--- config.mk ---
export PLATFORM = sky130hd
export DESIGN_NAME = uart_tx_scheduler
export DESIGN_NICKNAME = d
export VERILOG_FILES = /design/src/rtl/uart_tx_scheduler.sv
export SDC_FILE = /design/constraint.sdc
export NUM_CORES = 1
export LEC_CHECK = 0
export CORE_MARGIN = 1.5
export CORE_UTILIZATION = 42
export CTS_CLUSTER_DIAMETER = 100
export DETAILED_ROUTE_END_ITERATION = 10
export GPL_TIMING_DRIVEN = 0
export PLACE_DENSITY_LB_ADDON = 0.2
export SLEW_MARGIN = 20
export SYNTH_ARGS = -nofsm -noshare
export SYNTH_HDL_FRONTEND = slang
export SYNTH_SLANG_ARGS = --single-unit
--- constraint.sdc ---
create_clock -name clk -period 3.36 [get_ports clk]
set_input_delay 0.672 -clock clk [delete_from_list [all_inputs] [get_ports clk]]
set_output_delay 0.672 -clock clk [all_outputs]
set_load 0.01 [all_outputs]
--- src/rtl/uart_tx_scheduler.sv ---
// UART TX scheduler: configures the UART baud divisor over AXI4 writes,
// then arbitrates two byte requesters round-robin into TX data writes.
module uart_tx_scheduler #(
    parameter logic [31:0] REGMAP        = 32'h1_0000,
    parameter int          DIVISOR       = 2604,
    parameter logic [31:0] TXDATA_OFFSET = 32'h4,
    parameter int          MAX_RETRY     = 3
) (
    input  logic        clk,
    input  logic        rst_n,
    input  logic        req0_valid,
    input  logic [7:0]  req0_data,
    output logic        req0_ready,
    input  logic        req1_valid,
    input  logic [7:0]  req1_data,
    output logic        req1_ready,
    output logic [31:0] aw_addr,
    output logic        aw_valid,
    input  logic        aw_ready,
    output logic [31:0] w_data,
    output logic [3:0]  w_strb,
    output logic        w_last,
    output logic        w_valid,
    input  logic        w_ready,
    input  logic [1:0]  b_resp,
    input  logic        b_valid,
    output logic        b_ready,
    output logic        cfg_done,
    output logic        busy,
    output logic        err
);

    localparam int RW = (MAX_RETRY < 2) ? 1 : $clog2(MAX_RETRY + 1);

    typedef enum logic [2:0] {
        CFG_REQ,
        CFG_RESP,
        IDLE,
        DATA_REQ,
        DATA_RESP
    } state_t;

    state_t        state_q, state_d;
    logic          aw_valid_q, aw_valid_d;
    logic          w_valid_q, w_valid_d;
    logic          aw_done_q, aw_done_d;
    logic          w_done_q, w_done_d;
    logic [31:0]   aw_addr_q, aw_addr_d;
    logic [31:0]   w_data_q, w_data_d;
    logic          b_ready_q, b_ready_d;
    logic          cfg_done_q, cfg_done_d;
    logic          err_q, err_d;
    logic          busy_q, busy_d;
    logic [RW-1:0] retry_q, retry_d;
    logic          last_grant_q, last_grant_d;
    logic          hold_q, hold_d;

    logic          aw_fin, w_fin;
    logic          grant0, grant1;

    assign aw_addr  = aw_addr_q;
    assign aw_valid = aw_valid_q;
    assign w_data   = w_data_q;
    assign w_valid  = w_valid_q;
    assign w_strb   = 4'hF;
    assign w_last   = 1'b1;
    assign b_ready  = b_ready_q;
    assign cfg_done = cfg_done_q;
    assign busy     = busy_q;
    assign err      = err_q;

    // Next-state logic for the write sequencer and the round-robin arbiter.
    always_comb begin
        state_d      = state_q;
        aw_valid_d   = aw_valid_q;
        w_valid_d    = w_valid_q;
        aw_done_d    = aw_done_q;
        w_done_d     = w_done_q;
        aw_addr_d    = aw_addr_q;
        w_data_d     = w_data_q;
        b_ready_d    = b_ready_q;
        cfg_done_d   = cfg_done_q;
        err_d        = err_q;
        retry_d      = retry_q;
        last_grant_d = last_grant_q;
        hold_d       = hold_q;
        req0_ready   = 1'b0;
        req1_ready   = 1'b0;

        aw_fin = aw_done_q | (aw_valid_q & aw_ready);
        w_fin  = w_done_q | (w_valid_q & w_ready);
        grant0 = req0_valid & (~req1_valid | last_grant_q);
        grant1 = req1_valid & ~grant0;

        unique case (state_q)
            CFG_REQ, DATA_REQ: begin
                if (aw_valid_q & aw_ready) aw_valid_d = 1'b0;
                if (w_valid_q & w_ready) w_valid_d = 1'b0;
                aw_done_d = aw_fin;
                w_done_d  = w_fin;
                // Nothing issued yet: this is the first cycle after reset.
                if (state_q == CFG_REQ && !aw_valid_q && !w_valid_q &&
                    !aw_done_q && !w_done_q) begin
                    aw_valid_d = 1'b1;
                    w_valid_d  = 1'b1;
                    aw_addr_d  = REGMAP;
                    w_data_d   = 32'(DIVISOR);
                end else if (aw_fin && w_fin) begin
                    state_d   = (state_q == CFG_REQ) ? CFG_RESP : DATA_RESP;
                    b_ready_d = 1'b1;
                    aw_done_d = 1'b0;
                    w_done_d  = 1'b0;
                end
            end
            CFG_RESP: begin
                if (b_valid & b_ready_q) begin
                    b_ready_d = 1'b0;
                    if (b_resp == 2'b00) begin
                        cfg_done_d = 1'b1;
                        state_d    = IDLE;
                        hold_d     = 1'b1;
                    end else begin
                        retry_d = retry_q + 1'b1;
                        if (retry_d < RW'(MAX_RETRY)) begin
                            state_d    = CFG_REQ;
                            aw_valid_d = 1'b1;
                            w_valid_d  = 1'b1;
                            aw_addr_d  = REGMAP;
                            w_data_d   = 32'(DIVISOR);
                        end else begin
                            err_d   = 1'b1;
                            state_d = IDLE;
                            hold_d  = 1'b1;
                        end
                    end
                end
            end
            IDLE: begin
                // One dead cycle after each return keeps the byte period at 4.
                if (hold_q) begin
                    hold_d = 1'b0;
                end else if (grant0 | grant1) begin
                    req0_ready   = grant0;
                    req1_ready   = grant1;
                    last_grant_d = grant1;
                    w_data_d     = {24'h0, grant0 ? req0_data : req1_data};
                    aw_addr_d    = REGMAP + TXDATA_OFFSET;
                    aw_valid_d   = 1'b1;
                    w_valid_d    = 1'b1;
                    state_d      = DATA_REQ;
                end
            end
            DATA_RESP: begin
                if (b_valid & b_ready_q) begin
                    b_ready_d = 1'b0;
                    if (b_resp != 2'b00) err_d = 1'b1;
                    state_d = IDLE;
                    hold_d  = 1'b1;
                end
            end
            default: state_d = CFG_REQ;
        endcase

        busy_d = (state_d != IDLE);
    end

    // State and registered outputs; async reset parks everything idle-low.
    always_ff @(posedge clk or negedge rst_n) begin
        if (!rst_n) begin
            state_q      <= CFG_REQ;
            aw_valid_q   <= 1'b0;
            w_valid_q    <= 1'b0;
            aw_done_q    <= 1'b0;
            w_done_q     <= 1'b0;
            aw_addr_q    <= '0;
            w_data_q     <= '0;
            b_ready_q    <= 1'b0;
            cfg_done_q   <= 1'b0;
            err_q        <= 1'b0;
            busy_q       <= 1'b0;
            retry_q      <= '0;
            last_grant_q <= 1'b1;
            hold_q       <= 1'b0;
        end else begin
            state_q      <= state_d;
            aw_valid_q   <= aw_valid_d;
            w_valid_q    <= w_valid_d;
            aw_done_q    <= aw_done_d;
            w_done_q     <= w_done_d;
            aw_addr_q    <= aw_addr_d;
            w_data_q     <= w_data_d;
            b_ready_q    <= b_ready_d;
            cfg_done_q   <= cfg_done_d;
            err_q        <= err_d;
            busy_q       <= busy_d;
            retry_q      <= retry_d;
            last_grant_q <= last_grant_d;
            hold_q       <= hold_d;
        end
    end

endmodule

Word-level counts from Yosys, hierarchy flattened
Index checks and enable logic that the tools add are counted.
- flip-flop bits (word level): 79
- bits of input ports: 25
- output and inout port bits: 77
- word-level logic and storage cells: 136
- add/subtract/negate cells: 1
- $lt $le $gt $ge: 1
- equality and inequality tests: 20
- mux-type cells: 60
- bitwise gates (word level): 13
- reductions and logical operators: 27
- operators with widths (operator ; count):
    2-to-1 mux 32 bit ; 12
    case mux 32 bit (3 select lines) ; 2
    2-to-1 mux 1 bit ; 30
    != test 2 bit, second input constant ; 11
    2-to-1 mux 3 bit ; 7
    AND reduction 7 bit ; 3
    case mux 3 bit (4 select lines) ; 1
    != test 3 bit, second input constant ; 3
    case mux 1 bit (3 select lines) ; 3
    AND reduction 3 bit ; 3
    2-to-1 mux 8 bit ; 1
    AND reduction 4 bit ; 2
    equality test 3 x 2 -> 1 bit, second input constant ; 2
    AND reduction 6 bit ; 1
    nonzero test 2 bit ; 3
    nonzero test 3 bit ; 2
    AND 1 bit ; 5
    logical AND 1 bit ; 5
    zero test 1 bit ; 4
    2-to-1 mux 2 bit ; 2
    inverter 1 bit ; 4
    bitwise OR 1 bit ; 4
    case mux 1 bit (2 select lines) ; 2
    OR reduction 2 bit ; 2
    8 further kinds ; 8

Longest topological paths before layout
Gate-level depths: netlist of run 1.
- depth after elaboration: 10
- mapped depth: 7
- gate-level depth less buffers: 6

Worst setup path after synthesis of run 1
Ideal clock, no wire load.
- path type: input -> output
- start point: input req0_valid
- end point: output req0_ready
- data arrival time: 1333 ps
- required time: 2688 ps
- slack: 1355 ps
- cell stages on the path: 3
- path buffers: 1
- cell sequence: clkbuf_1 -> nand2_1 -> nor3_1
- word-level cells in the longest chain between the ends: 7
- RTL lines (what ; line ; source):
    from (decl) ; 11 ; input logic req0_valid,
    AND 1 bit * ; 92 ; grant0 = req0_valid & (~req1_valid | last_grant_q);
    inverter 1 bit ; 93 ; grant1 = req1_valid & ~grant0;
    AND 1 bit ; 93 ;
    bitwise OR 1 bit ; 142 ; end else if (grant0 | grant1) begin
    2-to-1 mux 1 bit * ; 142 ;
    2-to-1 mux 1 bit * ; 140 ; if (hold_q) begin
    2-to-1 mux 1 bit * ; 95 ; unique case (state_q)
    to (decl) ; 13 ; output logic req0_ready,
Every way passes the cells marked *; elsewhere a longest branch is shown, timed or not.

Worst setup path after layout of run 1
Same ends and word-level chain as after synthesis.

==> run metrics, run 1 <==
post-route antenna net violation count=0; worst hold path type=in2async; post-synth top area cell=dfrtp_1; Comb power frac=19.0%; Psw=0.000168 W; port bufs=44; met3 Track Usage GR=2.74%; GP Congestion=0.857; vias in the first global route=1358; Die H=70.1 µm; ys flop type=dfrtp_1; Area growth syn-to-layout=41.1%; Reg power frac=43.9%; Total Routing Usage GR=15.5%; largest net degree at the start of global routing=27; GRT Max-Usage Layer=met2; r2r startpoint=retry_q[0]; Post-synth EDFFs=0; crit path kind=in2out; fin crit share=93.4%; Clk network pwr share=37.1%; worst-margin pin slew=0.579 ns; total number of vias=1585; CTS Buf Count=3; worst clock skew=0.00187 ns; H-Tree Depth=1; Max Fanout on Critical Path=10; Total Power=0.000717 W; synthesized area=1890 µm²; Synth Warn #=0; Die Area=4920 µm²; row cnt=24; met1 Use GR=21.7%; P_int=0.000549 W; Gate Count Post-Synth=204; post-route setup slack=0.223 ns; Crit path arrival time=2.47 ns; initial antenna violation count=0; Synth Area per Inst=9.28 µm²; Synth Register Bits=26; final setup fails=0; post-route DRC violation count=0; first-pass GRT wire length=6260 µm; Initial Util=43.5%; final hold vios=0; area of the multi-input gates=938 µm²; CTS sink count=26; status=finished clean; Worst-Skew Late Latency=0.28 ns; max-cap viol count=0; asr flop ratio synth=100%; maximum buffer depth of the clock tree=2; hold buffers post-CTS=0; GR Overflow Total=0; Worst VDD drop=0.000171 V; CTS tree=done; core area=4350 µm²; Final #Nets=334; Fmax achieved=319 MHz; pwr/cell area=268 nW/µm²; diode count=0; crit path capture type=primary output; R2R Path End=w_data[4]; die width=70.1 µm; final wirelength=3960 µm; Resized cells post-CTS=0; Crit path required time=2.69 ns; HPWL after DPL=3100 µm; Sw Ratio=23.4%; sequential share of the synthesized area=34.4%; Via-to-Cell Ratio=4.42; Storage cell area=652 µm²; Clock transition at path regs=0.09 ns; WL/cell=11.0 µm; # Post-CTS Setup Buffers=0; DR pass1 iterations=4; worst reg-to-reg path cell count=7; final non-filler cell area=2670 µm²; M2 GR Usage=25.4%; Yosys cell types=49; # fillers=391; placed inst area=2600 µm²; Period minus WS final=3.14 ns; CTS Root Buffer Type=clkbuf_8; max-slew violation count=0; r2r setup slk=1.52 ns; proportion of layout cells with a drive suffix above 1=27.4%; worst slack at placement=0.214 ns; DR iter-0 viols=88; leakage power=1.36 nW; Top Ports=102; RSZ-0062 raised after global routing=false; Fin Setup TNS=0 ns; Worst slew margin=61.4%; CP startpoint kind=input port; top post-synthesis cells by area=dfrtp_1, buf_4, mux2_4, a21oi_1, o21ai_0; Yosys top cell area share=33.0%
routing by layer:
metal | vias up | wire, µm | part of all wire, %
li1 | 806 | - | -
met1 | 702 | 1760 | 44
met2 | 75 | 1830 | 46
met3 | 2 | 344 | 8.7
met4 | 0 | 25 | 0.63
met5 | - | 0 | 0
worst max path at each step:
stage | start | endpoint | slack (ns) | depth (start not counted)
after floorplan | req0_valid | req0_ready | 1.36 | 3
after global placement | req0_valid | req0_ready | 0.21 | 5
after detailed placement | req0_valid | req0_ready | 0.21 | 5
after CTS | req0_valid | req0_ready | 0.20 | 5
after global routing | req0_valid | req0_ready | 0.03 | 5
final | req0_valid | req0_ready | 0.22 | 5
layout make-up:
cell class                 instances  area share (%)
inverter                           8            1.12
multi-input combinational        160            35.1
clock buffer                       3            1.55
sequential                        26            24.4
timing repair buffer              44            16.3
tap                               52            2.44
clock inverter                     1            1.12
buffer                            65            17.9
cell usage in the layout, fill, tap and decap left out, types with 3 or more instances in the layout:
cell type / Yosys / routed
dfrtp_1: 25 / 25
nor2b_1: 4 / 4
clkdlybuf4s50_1: 0 / 43
inv_1: 8 / 8
mux2_2: 3 / 3
a211o_1: 3 / 3
and3_1: 4 / 4
o21bai_1: 3 / 3
nor2_1: 8 / 8
buf_4: 60 / 60
nor3_1: 4 / 4
a21oi_1: 14 / 14
nand2_1: 3 / 3
nand2b_1: 3 / 3
o21ai_0: 11 / 11
buf_2: 2 / 3
clkbuf_8: 0 / 3
nand3_1: 7 / 7
conb_1: 2 / 57
mux2_4: 5 / 5
Yosys cell counts (2+ instances only):
master,number
nor3_1,4
buf_2,2
nand2_1,3
conb_1,2
mux2_4,5
mux2_2,3
buf_4,60
o21bai_1,3
and3_1,4
nor2_1,8
a21oi_1,14
nor2b_1,4
nand3_1,7
xnor2_1,2
a31oi_1,2
a31o_2,2
a211o_1,3
dfrtp_1,25
inv_1,8
o21ai_0,11
clkbuf_1,2
nand2b_1,3
critical path, stage by stage:
cell and delay (ns):
clkdlybuf4s50_1 0.50, clkbuf_1 0.33, nand2_1 0.21, nor3_1 0.18, clkdlybuf4s50_1 0.57
flip-flops by register name, indices dropped and copies added, names as in the netlist:
signal and count:
aw_valid 1, busy 1, b_ready 1, hold_q 1
last_grant_q 1, state_q 3, err 1, aw_done_q 1
w_data 9, retry_q 2, w_valid 1, cfg_done 1
w_done_q 1, aw_addr 2
cell families after synthesis:
group                      Yosys count  share of synthesized area [%]
other                                2                          0.397
buffers and inverters               73                           26.9
and+or+nand+nor                     41                           12.1
DFF                                 26                           34.4
muxes                                9                           6.28
adders and majority gates            1                          0.661
AOI/OAI and AO/OA                   50                           18.3
xor gates and xnor gates             2                          0.925
power groups by stage:
stage | clock [W] | combinational, W | sequential, W
2_1_floorplan | 0 | 0.0000901 | 0.000322
3_5_place_dp | 0 | 0.000134 | 0.000321
4_1_cts | 0.000265 | 0.000134 | 0.000315
6_report | 0.000266 | 0.000136 | 0.000315
5_1_grt | 0.000280 | 0.000148 | 0.000315
3_3_place_gp | 0 | 0.000134 | 0.000321
stage by stage:
step	cells	util, %	hold WS [ns]
4_1_cts	359	61.4	0.411
3_5_place_dp	355	59.7	0.452
6_report	359	61.4	0.380
5_1_grt	359	61.4	0.435
3_3_place_gp	355	59.8	0.457
2_1_floorplan	259	-	0.376
Note: power is estimated with default switching activity, not from simulation.
==> inputs of run 2 (changes only) <==
ABC_AREA = 1   (was unset)
CTS_CLUSTER_DIAMETER = 30   (was 100)
==> run metrics, run 2 <==
status=finished clean (unchanged); fin crit share=88.4% (was 93.4%); Synth Warn #=0 (unchanged); hold_ws=0.393 ns (was 0.380 ns); P_int=0.00108 W (was 0.000549 W); final setup fails=0 (unchanged); final hold vios=0 (unchanged); Max Fanout on Critical Path=10 (unchanged); sequential share of the synthesized area=34.9% (was 34.4%); HPWL after DPL=2870 µm (was 3100 µm); top-count cell post-synth=buf_4 (unchanged); first-pass GRT wire length=6090 µm (was 6260 µm); post-route setup slack=0.389 ns (was 0.223 ns); die width=69.7 µm (was 70.1 µm); H-Tree Depth=1 (unchanged); Fin Setup TNS=0 ns (unchanged); crit path kind=in2out (unchanged); post-route DRC violation count=0 (unchanged); DR pass1 iterations=5 (was 4); Crit path arrival time=2.30 ns (was 2.47 ns); hold buffers post-CTS=0 (unchanged); Resized cells post-CTS=0 (unchanged); synthesized area=1870 µm² (was 1890 µm²); Worst VDD drop=0.000268 V (was 0.000171 V); total number of vias=1600 (was 1585); post-synth top area cell=dfrtp_1 (unchanged); post-route antenna net violation count=0 (unchanged); worst clock skew=0.000849 ns (was 0.00187 ns); Clock transition at path regs=0.09 ns (about the same); Gate Count Post-Synth=248 (was 204); Crit path required time=2.69 ns (about the same); r2r setup slk=1.86 ns (was 1.52 ns); Yosys cell types=26 (was 49); Area growth syn-to-layout=40.8% (was 41.1%); Final #Nets=378 (was 334); proportion of layout cells with a drive suffix above 1=24.8% (was 27.4%); asr flop ratio synth=100% (unchanged); Final Util=60.8% (was 61.4%); GR Overflow Total=0 (unchanged); WL/cell=8.83 µm (was 11.0 µm); Die H=69.7 µm (was 70.1 µm); most frequent cells in the layout=buf_4, conb_1, nand2_1 (was buf_4, conb_1, clkdlybuf4s50_1); top post-synthesis cells by area=dfrtp_1, buf_4, nand2_1, nand3_1, inv_1 (was dfrtp_1, buf_4, mux2_4, a21oi_1, o21ai_0); max-slew violation count=0 (unchanged); CP startpoint kind=input port (unchanged); # fillers=385 (was 391); final wirelength=3560 µm (was 3960 µm); max-cap viol count=0 (unchanged); worst hold path type=in2async (unchanged); Psw=0.000841 W (was 0.000168 W); CTS Buf Count=3 (unchanged); maximum buffer depth of the clock tree=2 (unchanged); core area=4320 µm² (was 4350 µm²); ys flop type=dfrtp_1 (unchanged); Post-synth EDFFs=0 (unchanged); largest net degree at the start of global routing=27 (unchanged); CTS sink count=26 (unchanged); Via-to-Cell Ratio=3.97 (was 4.42); Top Ports=102 (unchanged); Clk network pwr share=10.4% (was 37.1%); DR iter-0 viols=58 (was 88); RSZ-0062 raised after global routing=false (unchanged); initial antenna violation count=0 (unchanged); Die Area=4860 µm² (was 4920 µm²); Total Routing Usage GR=15.1% (was 15.5%); vias in the first global route=1412 (was 1358); Largest register FFs=9 (unchanged); CTS tree=done (unchanged); Reg power frac=28.4% (was 43.9%); diode count=0 (unchanged); row cnt=24 (unchanged); worst-margin pin slew=0.576 ns (was 0.579 ns); Sw Ratio=43.7% (was 23.4%); Worst-Skew Late Latency=0.26 ns (was 0.28 ns); Yosys top cell area share=33.5% (was 33.0%); worst slack at placement=0.386 ns (was 0.214 ns); synth cell count leaders=buf_4, nand2_1, dfrtp_1 (was buf_4, dfrtp_1, a21oi_1); Worst slew margin=61.6% (was 61.4%); port bufs=44 (unchanged); Comb power frac=61.2% (was 19.0%); Synth Area per Inst=7.53 µm² (was 9.28 µm²); GP Congestion=0.816 (was 0.857); Fmax achieved=337 MHz (was 319 MHz); crit path capture type=primary output (unchanged); R2R Path End=w_data[4] (unchanged); Synth Register Bits=26 (unchanged); CTS Root Buffer Type=clkbuf_8 (unchanged); Initial Util=43.2% (was 43.5%); pwr/cell area=732 nW/µm² (was 268 nW/µm²); Period minus WS final=2.97 ns (was 3.14 ns); # Post-CTS Setup Buffers=0 (unchanged); worst reg-to-reg path cell count=11 (was 7); r2r startpoint=retry_q[0] (unchanged); most common cell after layout, fill and taps aside=buf_4 (unchanged); leakage power=1.47 nW (was 1.36 nW)
run 2: through the flow:
stage	power (W)	cell area (µm²)	cells
after detailed placement	0.00174	2570	399
after floorplan	0.00136	2070	303
after global routing	0.00211	2630	403
after global placement	0.00171	2580	399
final	0.00193	2630	403
after CTS	0.00194	2630	403
run 2: cell families after synthesis:
group                      share of synthesized area [%]
xor gates and xnor gates                           0.469
other                                              0.402
AOI/OAI and AO/OA                                   5.36
buffers and inverters                               29.3
adders and majority gates                          0.670
and+or+nand+nor                                     28.9
DFF                                                 34.9
run 2: how the worst max path moves through the flow:
stage | startpoint | end | slack (ns) | cells past startpoint
after floorplan | req1_valid | req0_ready | 1.39 | 4
after global placement | req1_valid | req0_ready | 0.36 | 6
after detailed placement | req1_valid | req0_ready | 0.39 | 6
after CTS | req1_valid | req0_ready | 0.37 | 6
after global routing | req1_valid | req0_ready | 0.21 | 6
final | req1_valid | req0_ready | 0.39 | 6
run 2: final cells by class:
| type | count | area [µm²] | area share, % |
|---|---|---|---|
| multi-input cells | 192 | 876 | 33.3 |
| flip-flops and latches | 26 | 652 | 24.8 |
| plain buffers | 61 | 457 | 17.4 |
| repair buffers | 44 | 435 | 16.6 |
| inverters | 24 | 90.1 | 3.43 |
| well taps | 52 | 65.1 | 2.47 |
| clock buffers | 4 | 55.1 | 2.09 |
run 2: worst max-delay path: stages:
cell	delay, ns
clkdlybuf4s50_1	0.44
nand2_1	0.08
nand2_1	0.07
buf_2	0.19
nor3_1	0.25
clkdlybuf4s50_1	0.59
run 2: power by group through the flow:
stage	logic, W	clock network (W)	registers, W
floorplan	0.000774	0	0.000587
global placement	0.00116	0	0.000550
detailed placement	0.00118	0	0.000554
CTS	0.00119	0.000206	0.000547
global route	0.00133	0.000218	0.000567
finish	0.00118	0.000200	0.000547
run 2: layer usage:
layer  global-route usage [%]  wire length [µm]  vias to the layer above
li1                         -                 -                      867
met1                     19.0              1530                      667
met2                     26.0              1680                       64
met3                     3.34               314                        2
met4                     4.49                29                        0
met5                        0                 0                        -
==> inputs of run 3 (changes only) <==
REMOVE_ABC_BUFFERS = 1   (was unset)
==> run metrics, run 3 (synthesis results as in run 2) <==
status=finished clean (unchanged); Final #Nets=317 (was 378); CP max-delay cell=clkdlybuf4s50_1 (unchanged); Total Routing Usage GR=14.6% (was 15.1%); Worst slew margin=60.2% (was 61.6%); maximum buffer depth of the clock tree=2 (unchanged); Worst-Skew Late Latency=0.28 ns (was 0.26 ns); core area=4320 µm² (unchanged); # Post-CTS Setup Buffers=0 (unchanged); Critical Path End=req1_ready (was req0_ready); worst clock skew=0.00463 ns (was 0.000849 ns); DR pass1 iterations=5 (unchanged); WL/cell=9.76 µm (was 8.83 µm); Via-to-Cell Ratio=4.19 (was 3.97); Clock transition at path regs=0.09 ns (about the same); Fmax achieved=324 MHz (was 337 MHz); dpl cells=338 (was 399); Crit path arrival time=2.41 ns (was 2.30 ns); post-route DRC violation count=0 (unchanged); kind of cell adding the most delay to the critical path=simple AND/OR/NAND/NOR gates (was buffers and inverters); crit-path cells=inv_1, nand2_1, nor2_2, inv_2, nor2_1, nand2_1, nor2_1, clkdlybuf4s50_1 (was clkdlybuf4s50_1, nand2_1, nand2_1, buf_2, nor3_1, clkdlybuf4s50_1); GP Congestion=0.799 (was 0.816); Critical Path Source=state_q[0] (was req1_valid); max-slew violation count=0 (unchanged); HPWL after DPL=2510 µm (was 2870 µm); pwr/cell area=839 nW/µm² (was 732 nW/µm²); Period minus WS final=3.08 ns (was 2.97 ns); final setup fails=0 (unchanged); initial antenna violation count=0 (unchanged); die width=69.7 µm (unchanged); Die H=69.7 µm (unchanged); post-route setup slack=0.277 ns (was 0.389 ns); RSZ-0062 raised after global routing=false (unchanged); Top Ports=102 (unchanged); most common cell after layout, fill and taps aside=conb_1 (was buf_4); first-pass GRT wire length=5700 µm (was 6090 µm); port bufs=44 (unchanged); largest net degree at the start of global routing=27 (unchanged); worst hold path type=in2async (unchanged); crit path kind=reg2out (was in2out); critical path depth=8 (was 6); Final Util=50.2% (was 60.8%); Max Fanout on Critical Path=13 (was 10); leakage power=1.14 nW (was 1.47 nW); Crit path required time=2.69 ns (about the same); fin crit share=91.8% (was 88.4%); final non-filler cell total=342 (was 403); max-cap viol count=0 (unchanged); CP startpoint kind=register (was input port); CTS Root Buffer Type=clkbuf_8 (unchanged); worst reg-to-reg path cell count=8 (was 11); proportion of layout cells with a drive suffix above 1=9.31% (was 24.8%); post-route antenna net violation count=0 (unchanged); CTS sink count=26 (unchanged); GR Overflow Total=0 (unchanged); worst path buffer plus inverter count=3 (unchanged); Area growth syn-to-layout=16.1% (was 40.8%); # fillers=418 (was 385); H-Tree Depth=1 (unchanged); vias in the first global route=1232 (was 1412); crit path capture type=primary output (unchanged); diode count=0 (unchanged); most frequent cells in the layout=conb_1, nand2_1, clkdlybuf4s50_1 (was buf_4, conb_1, nand2_1); r2r startpoint=state_q[0] (was retry_q[0]); Worst VDD drop=0.000347 V (was 0.000268 V); Total Power=0.00182 W (was 0.00193 W); CTS tree=done (unchanged); Largest register FFs=9 (unchanged); crit-path max cell delay=0.55 ns (was 0.59 ns); DR iter-0 viols=61 (was 58); total number of vias=1433 (was 1600); Fin Setup TNS=0 ns (unchanged); final wirelength=3340 µm (was 3560 µm); worst slack at placement=0.0855 ns (was 0.386 ns); worst-margin pin slew=0.597 ns (was 0.576 ns); Die Area=4860 µm² (unchanged); Initial Util=43.2% (unchanged); CTS Buf Count=3 (unchanged); final hold vios=0 (unchanged); r2r setup slk=1.62 ns (was 1.86 ns); R2R Path End=w_data[0] (was w_data[4]); row cnt=24 (unchanged)
run 3: cell count changes in the layout (fill, tap and decap cells not counted), sizes merged:
| cell | delta |
|---|---|
| clkinv | -1 |
| buf | -61 |
| clkinvlp | +1 |
run 3: what timing repair did:
item	in CTS	in global routing
hold buffers	0	0
gates resized for setup	0	2
setup endpoints to repair	0	1
run 3: layout make-up:
class                           count  area [µm²]  area share, %
Clock buffer                        4        45.0           2.08
Tap cell                           52        65.1           3.00
Sequential cell                    26         652           30.0
Multi-Input combinational cell    192         878           40.5
Timing Repair Buffer               44         435           20.1
Inverter                           24        93.8           4.33
run 3: per-layer routing:
| layer | up-vias | track usage [%] | routed length [µm] |
|---|---|---|---|
| li1 | 737 | - | - |
| met2 | 67 | 22.9 | 1510 |
| met5 | - | 0 | 0 |
| met1 | 624 | 20.0 | 1560 |
| met3 | 5 | 1.89 | 191 |
| met4 | 0 | 7.05 | 69 |
run 3: through the flow:
step                hold slack (ns)  cell area, µm²
floorplan                     0.376            1620
global placement              0.451            2120
detailed placement            0.449            2120
CTS                           0.405            2160
global route                  0.427            2170
finish                        0.390            2170
run 3: worst min path at each step:
stage | cells past startpoint | end | slack (ns) | startpoint
floorplan | 0 | aw_addr[16] | 0.38 | rst_n
global placement | 2 | err | 0.45 | err
detailed placement | 2 | err | 0.45 | err
CTS | 1 | aw_valid | 0.41 | rst_n
global route | 1 | aw_valid | 0.43 | rst_n
finish | 1 | w_data[0] | 0.39 | rst_n
run 3: where the power goes:
group	internal (W)	switching, W
Combinational	0.000443	0.000643
Sequential	0.000459	0.0000889
Clock	0.0000852	0.000100
Total	0.000987	0.000832
